==> src/rtl/bp_be_pkg.sv <==
// Shared back-end types for the TLB miss arbiter: FSM states, miss source ids, safe clog2.
// Purely declarative; no latency or flow control of its own.
`ifndef BSG_SAFE_CLOG2
`define BSG_SAFE_CLOG2(x) (((x) == 1) ? 1 : $clog2(x))
`endif

package bp_be_pkg;

   typedef enum logic [1:0] {
      e_state_idle = 2'd0,
      e_state_req  = 2'd1,
      e_state_wait = 2'd2,
      e_state_fill = 2'd3
   } bp_be_tlb_miss_state_e;

   typedef enum logic {
      e_src_itlb = 1'b0,
      e_src_dtlb = 1'b1
   } bp_be_tlb_miss_src_e;

endpackage

==> src/rtl/bp_be_tlb_miss_rr_arb.sv <==
// Two-input round-robin picker for ITLB/DTLB misses; combinational, zero latency.
// Grants only while en_i is high; the requester not granted last wins a tie.
module bp_be_tlb_miss_rr_arb
   import bp_be_pkg::*;
   (
      input  logic [1:0]          v_i,
      input  bp_be_tlb_miss_src_e last_grant_i,
      input  logic                en_i,
      output logic [1:0]          grant_o,
      output bp_be_tlb_miss_src_e grant_id_o
   );

   always_comb begin
      grant_o    = 2'b00;
      grant_id_o = e_src_itlb;
      if (en_i) begin
         if (v_i == 2'b11) begin
            grant_id_o = (last_grant_i == e_src_dtlb) ? e_src_itlb : e_src_dtlb;
         end else if (v_i[1]) begin
            grant_id_o = e_src_dtlb;
         end
         if (v_i != 2'b00) begin
            grant_o = (grant_id_o == e_src_dtlb) ? 2'b10 : 2'b01;
         end
      end
   end

endmodule

==> src/rtl/bp_be_tlb_miss_arbiter.sv <==
// Shares one PTW between ITLB/DTLB misses: round-robin grant, walk request, fill routed to owner;
// min 5 cycles grant-to-fill with a 3-cycle PTW; one walk at a time. Walk watchdog: BP_BE_TLB_MISS_TIMEOUT_EN.
module bp_be_tlb_miss_arbiter
   import bp_be_pkg::*;
   #(
      parameter int vtag_width_p     = 27,
      parameter int ptag_width_p     = 28,
      parameter int timeout_cycles_p = 256
   )
   (
      input  logic                    clk,
      input  logic                    reset,

      input  logic                    itlb_miss_v_i,
      input  logic [vtag_width_p-1:0] itlb_miss_vtag_i,
      output logic                    itlb_miss_yumi_o,
      input  logic                    dtlb_miss_v_i,
      input  logic [vtag_width_p-1:0] dtlb_miss_vtag_i,
      output logic                    dtlb_miss_yumi_o,

      output logic                    ptw_v_o,
      output logic [vtag_width_p-1:0] ptw_vtag_o,
      input  logic                    ptw_ready_i,
      input  logic                    ptw_v_i,
      input  logic [vtag_width_p-1:0] ptw_vtag_i,
      input  logic [ptag_width_p-1:0] ptw_ptag_i,

      output logic                    itlb_w_v_o,
      output logic                    dtlb_w_v_o,
      output logic [vtag_width_p-1:0] w_vtag_o,
      output logic [ptag_width_p-1:0] w_ptag_o,

      output logic                    busy_o,
      output logic                    fault_v_o,
      output logic                    fault_dtlb_o
   );

   bp_be_tlb_miss_state_e   state_q, state_d;
   bp_be_tlb_miss_src_e     last_grant_q, last_grant_d;
   bp_be_tlb_miss_src_e     owner_q, owner_d;
   bp_be_tlb_miss_src_e     grant_id;
   logic [1:0]              grant;
   logic [vtag_width_p-1:0] vtag_q, vtag_d;
   logic [vtag_width_p-1:0] w_vtag_q, w_vtag_d;
   logic [ptag_width_p-1:0] w_ptag_q, w_ptag_d;
   logic                    resp_match;
   logic                    timeout;

   bp_be_tlb_miss_rr_arb rr_arb
      (.v_i          ({dtlb_miss_v_i, itlb_miss_v_i})
      ,.last_grant_i (last_grant_q)
      ,.en_i         ((state_q == e_state_idle) && !reset)
      ,.grant_o      (grant)
      ,.grant_id_o   (grant_id)
      );

   assign resp_match = ptw_v_i && (ptw_vtag_i == vtag_q);

`ifdef BP_BE_TLB_MISS_TIMEOUT_EN
   localparam int cnt_width_lp = `BSG_SAFE_CLOG2(timeout_cycles_p);

   logic [cnt_width_lp-1:0] cnt_q, cnt_d;

   // Held at zero outside WAIT so it starts from zero on every WAIT entry.
   always_comb begin
      cnt_d = '0;
      if (state_q == e_state_wait) begin
         cnt_d = cnt_q + 1'b1;
      end
   end

   always_ff @(posedge clk) begin
      if (reset) begin
         cnt_q <= '0;
      end else begin
         cnt_q <= cnt_d;
      end
   end

   assign timeout      = (state_q == e_state_wait) && !resp_match
                         && (cnt_q == cnt_width_lp'(timeout_cycles_p - 1));
   assign fault_v_o    = timeout && !reset;
   assign fault_dtlb_o = timeout && !reset && (owner_q == e_src_dtlb);
`else
   logic unused_timeout_cfg;

   assign unused_timeout_cfg = (timeout_cycles_p >= 2);
   assign timeout            = 1'b0;
   assign fault_v_o          = 1'b0;
   assign fault_dtlb_o       = 1'b0;
`endif

   always_comb begin
      state_d      = state_q;
      last_grant_d = last_grant_q;
      owner_d      = owner_q;
      vtag_d       = vtag_q;
      w_vtag_d     = w_vtag_q;
      w_ptag_d     = w_ptag_q;
      case (state_q)
         e_state_idle: begin
            if (grant != 2'b00) begin
               owner_d      = grant_id;
               last_grant_d = grant_id;
               vtag_d       = (grant_id == e_src_dtlb) ? dtlb_miss_vtag_i : itlb_miss_vtag_i;
               state_d      = e_state_req;
            end
         end
         e_state_req: begin
            if (ptw_ready_i) begin
               state_d = e_state_wait;
            end
         end
         e_state_wait: begin
            // A matching response on the timeout cycle still fills.
            if (resp_match) begin
               w_vtag_d = vtag_q;
               w_ptag_d = ptw_ptag_i;
               state_d  = e_state_fill;
            end else if (timeout) begin
               state_d  = e_state_idle;
            end
         end
         e_state_fill: begin
            state_d = e_state_idle;
         end
         default: begin
            state_d = e_state_idle;
         end
      endcase
   end

   always_ff @(posedge clk) begin
      if (reset) begin
         state_q      <= e_state_idle;
         last_grant_q <= e_src_dtlb;
         owner_q      <= e_src_itlb;
         vtag_q       <= '0;
         w_vtag_q     <= '0;
         w_ptag_q     <= '0;
      end else begin
         state_q      <= state_d;
         last_grant_q <= last_grant_d;
         owner_q      <= owner_d;
         vtag_q       <= vtag_d;
         w_vtag_q     <= w_vtag_d;
         w_ptag_q     <= w_ptag_d;
      end
   end

   assign itlb_miss_yumi_o = grant[0];
   assign dtlb_miss_yumi_o = grant[1];
   assign ptw_v_o          = !reset && (state_q == e_state_req);
   assign ptw_vtag_o       = vtag_q;
   assign itlb_w_v_o       = !reset && (state_q == e_state_fill) && (owner_q == e_src_itlb);
   assign dtlb_w_v_o       = !reset && (state_q == e_state_fill) && (owner_q == e_src_dtlb);
   assign w_vtag_o         = w_vtag_q;
   assign w_ptag_o         = w_ptag_q;
   assign busy_o           = !reset && (state_q != e_state_idle);

endmodule

==> config.mk <==
export PLATFORM = sky130hd
export DESIGN_NAME = bp_be_tlb_miss_arbiter
export DESIGN_NICKNAME = d
export VERILOG_FILES = /design/src/rtl/bp_be_pkg.sv /design/src/rtl/bp_be_tlb_miss_rr_arb.sv /design/src/rtl/bp_be_tlb_miss_arbiter.sv
export SDC_FILE = /design/constraint.sdc
export NUM_CORES = 1
export LEC_CHECK = 0
export BUFFER_PORTS_ARGS = -buffer_cell sky130_fd_sc_hd__buf_4
export CORE_AREA = 2 2 128 130
export DETAILED_ROUTE_END_ITERATION = 16
export DIE_AREA = 0 0 130 132
export PLACE_DENSITY = 0.62
export SLEW_MARGIN = 20
export SYNTH_ARGS = -nofsm -noshare
export SYNTH_HDL_FRONTEND = slang
export SYNTH_HIERARCHICAL = 1
export SYNTH_SLANG_ARGS = --single-unit
==> constraint.sdc <==
create_clock -name clk -period 2.1 [get_ports clk]
set_input_delay 0.105 -clock clk [delete_from_list [all_inputs] [get_ports clk]]
set_output_delay 0.105 -clock clk [all_outputs]
set_load 0.02 [all_outputs]
==> impl_metrics.toml <==
[global_routing]
overflow = 0
grt_pass1_vias = 3893
grt_use_total_pct = 16.1
antenna_found_initial = 0
grt_start_max_net_pins = 92
grt_first_pass_wirelength_um = 21200

[setup_path]
slowest_delay_ns = 0.66
crit_buf_inv = 1
crit_family = "simple AND/OR/NAND/NOR gates"
critPathLaunchType = "flop"
end_kind = "flop"
crit_chain = "xnor2_2 -> nand4_1 -> or4_4 -> buf_4 -> o21a_4 -> a211oi_2"
critPathArrivalTime_ns = 2.33
path_class = "flop to flop"
path_max_fanout = 7
required_ns = 2.36
r2r_cells = 6
slowest_stage = "or4_4"
path_depth = 6

[floorplanning]
ios = 205
die_h_um = 132
start_util_pct = 24.7
die-area_mm2 = 0.0172
rows = 46
dieWidth_um = 130
coreArea_mm2 = 0.0157

[timing]
rsz0062_at_grt = "true"
slew_violations = 0
period_share_pct = 98.5
maxSlewHeadroom_pct = 33.1
fin_worst_hold_slack_ns = 0.0251
period_minus_slack_ns = 2.07
finalHoldViolations = 0
setup_violations = 0
skew_ns = 0.00581
tightest_slew_ns = 1.00
fmax_ghz = 0.484
tns_ns = 0

[yosys]
synth_cell_types = 31
synthTopCellsByArea = "dfxtp_1 44%, a21oi_1 7.9%, mux2i_1 7.2%"
async_flop_share_pct = 0
synthCells = 449
syn_area_mm2 = 0.00388
ys.flop_type = "dfxtp_1"
synth-seq-cells = 86
synth_top_area_cell = "dfxtp_1"
synth_top_area_share_pct = 44.4
seq_area_frac_synth_pct = 44.4
synth_commonest_cells = "86 x dfxtp_1, 61 x a21oi_1, 56 x o21ai_0, 55 x nand3_1, 29 x nor2_1"
yosysWarnings = 6
avgSynthCellArea_um2 = 8.63
post-synth-top-count-cell = "dfxtp_1"
synth_edf_count = 0

[clock_tree]
cts.sinks = 86
insertion_delay_ns = 0.34
cts_tree = "done"
root_buffer = "clkbuf_16"
clkSlewWorstSetupHoldPaths_ns = 0.06
cts.htree.levels = 3
cts_buffers = 9
clockBufferDepth = 2

[placed_design]
post-dp-hpwl_um = 10300
gp_congestion = 0.766
io_buffers = 202

[worst_hold_path]
hold_path.class = "input port to flop"
hold_path_depth = 3

[route]
wl_per_cell_um = 15.7
num_vias = 4034
first_pass_iters = 4
wirelength_um = 13900
drcViolationCount = 0
viasPerCell = 4.54
dr.first_iter.drc_count = 139
ant_nets = 0

[pwr]
vdd_drop_max_uv = 475
power.density_mw_per_mm2 = 939
leakagePower_nw = 2.64

[cells_and_area]
multi_input_area_mm2 = 0.00205
seq_area_mm2 = 0.00173
fillers = 1624
area_growth_pct = 63.3
fin_nets = 786
antenna_cells = 0
layout-drive-gt1-share_pct = 42.3

[outcome]
status = "finished clean"

[job]
cap_viol_max_count = 0
==> path summary, 6_finish.rpt <==
check                              start                         to  slack [ns]
max          ptw_vtag_o[22]$_SDFFE_PP0P_    state_q[0]$_SDFFE_PP0P_        0.03
min                       ptw_ptag_i[18]  w_ptag_o[18]$_SDFFE_PP0P_        0.03
max reg2reg  ptw_vtag_o[22]$_SDFFE_PP0P_    state_q[0]$_SDFFE_PP0P_        0.03
min reg2reg     w_ptag_o[0]$_SDFFE_PP0P_   w_ptag_o[0]$_SDFFE_PP0P_        0.47
==> per-stage QoR <==
| stage | utilization [%] | power (mW) | setup slack (ns) | cell area (um^2) | std cells |
|---|---|---|---|---|---|
| floorplan | - | 3.12 | 0.0853 | 3900 | 450 |
| global placement | 37.7 | 4.18 | -0.0865 | 5930 | 869 |
| detailed placement | 37.7 | 4.20 | -0.126 | 5930 | 869 |
| CTS | 39.9 | 5.96 | 0.0103 | 6260 | 886 |
| global route | 40.3 | 6.29 | -0.0465 | 6330 | 888 |
| finish | 40.3 | 5.94 | 0.0320 | 6330 | 888 |
==> worst min-delay path: cells and delay by family <==
family                 cells  cell delay, ns
buffers and inverters      1            0.11
and+or+nand+nor            1            0.05
AOI/OAI and AO/OA          1            0.06
==> power breakdown <==
group          switching, mW  internal (mW)
clock network          0.654           1.07
logic                   1.09           1.09
registers              0.203           1.84
==> cell type report <==
cell class | instances | area share [%]
well taps | 216 | 4.27
clock buffers | 12 | 3.89
flip-flops and latches | 86 | 27.3
inverters | 3 | 0.178
clock inverters | 4 | 1.11
repair buffers | 249 | 30.9
multi-input cells | 318 | 32.4
==> sequential cells by signal, indices dropped and copies added (netlist names) <==
signal	count
w_vtag_o	27
state_q	2
last_grant_q	1
owner_q	1
ptw_vtag_o	27
w_ptag_o	28
==> routing by layer <==
metal	routed length (um)	track usage, %	vias up
met1	5850	19.5	1819
met3	1220	6.37	13
met5	0	0	-
met2	6650	26.4	169
met4	210	4.30	0
li1	-	-	2033
==> cell usage in the layout (no fill, tap or decap), types with 2 or more instances in the layout <==
cell type / Yosys / routed
nand4_1: 6 / 6
xor2_1: 12 / 12
dfxtp_2: 0 / 3
clkbuf_16: 0 / 9
nand3_1: 55 / 55
o21ai_0: 56 / 51
inv_1: 3 / 3
buf_4: 2 / 242
o21ai_1: 0 / 5
a21oi_2: 0 / 2
clkinv_2: 0 / 2
a21oi_1: 61 / 57
conb_1: 1 / 2
mux2i_1: 28 / 28
dfxtp_1: 86 / 83
xnor2_2: 0 / 5
nor2b_1: 4 / 2
nor4_1: 3 / 2
buf_12: 0 / 7
a21oi_4: 0 / 2
nor2_1: 29 / 29
a211oi_1: 27 / 27
ha_1: 4 / 4
nand2b_1: 3 / 3
clkbuf_1: 24 / 2
xnor2_1: 15 / 10
bufinv_16: 0 / 2
nand2_1: 5 / 4
nor2b_4: 0 / 2
==> cells by family (layout without fill, tap and decap cells) <==
logic type | after synthesis | in the layout | synth area share [%]
xor+xnor | 27 | 27 | 6.10
buf+inv | 46 | 268 | 5.23
other cells | 1 | 2 | 0.0967
simple gates | 111 | 111 | 14.6
flops | 86 | 86 | 44.4
fa+ha+maj | 4 | 4 | 1.29
mux | 28 | 28 | 7.23
compound gates | 146 | 146 | 21.0
==> what timing repair did <==
| item | in CTS | in global routing |
|---|---|---|
| resized for setup | 4 | 14 |
| hold buffers | 0 | 0 |
| setup buffers | 1 | 2 |
| pin swaps | 4 | 4 |
| endpoints found under the setup margin | 54 | 81 |
| hold endpoints to repair | 0 | 0 |
Power figures use the tool's default switching activity.
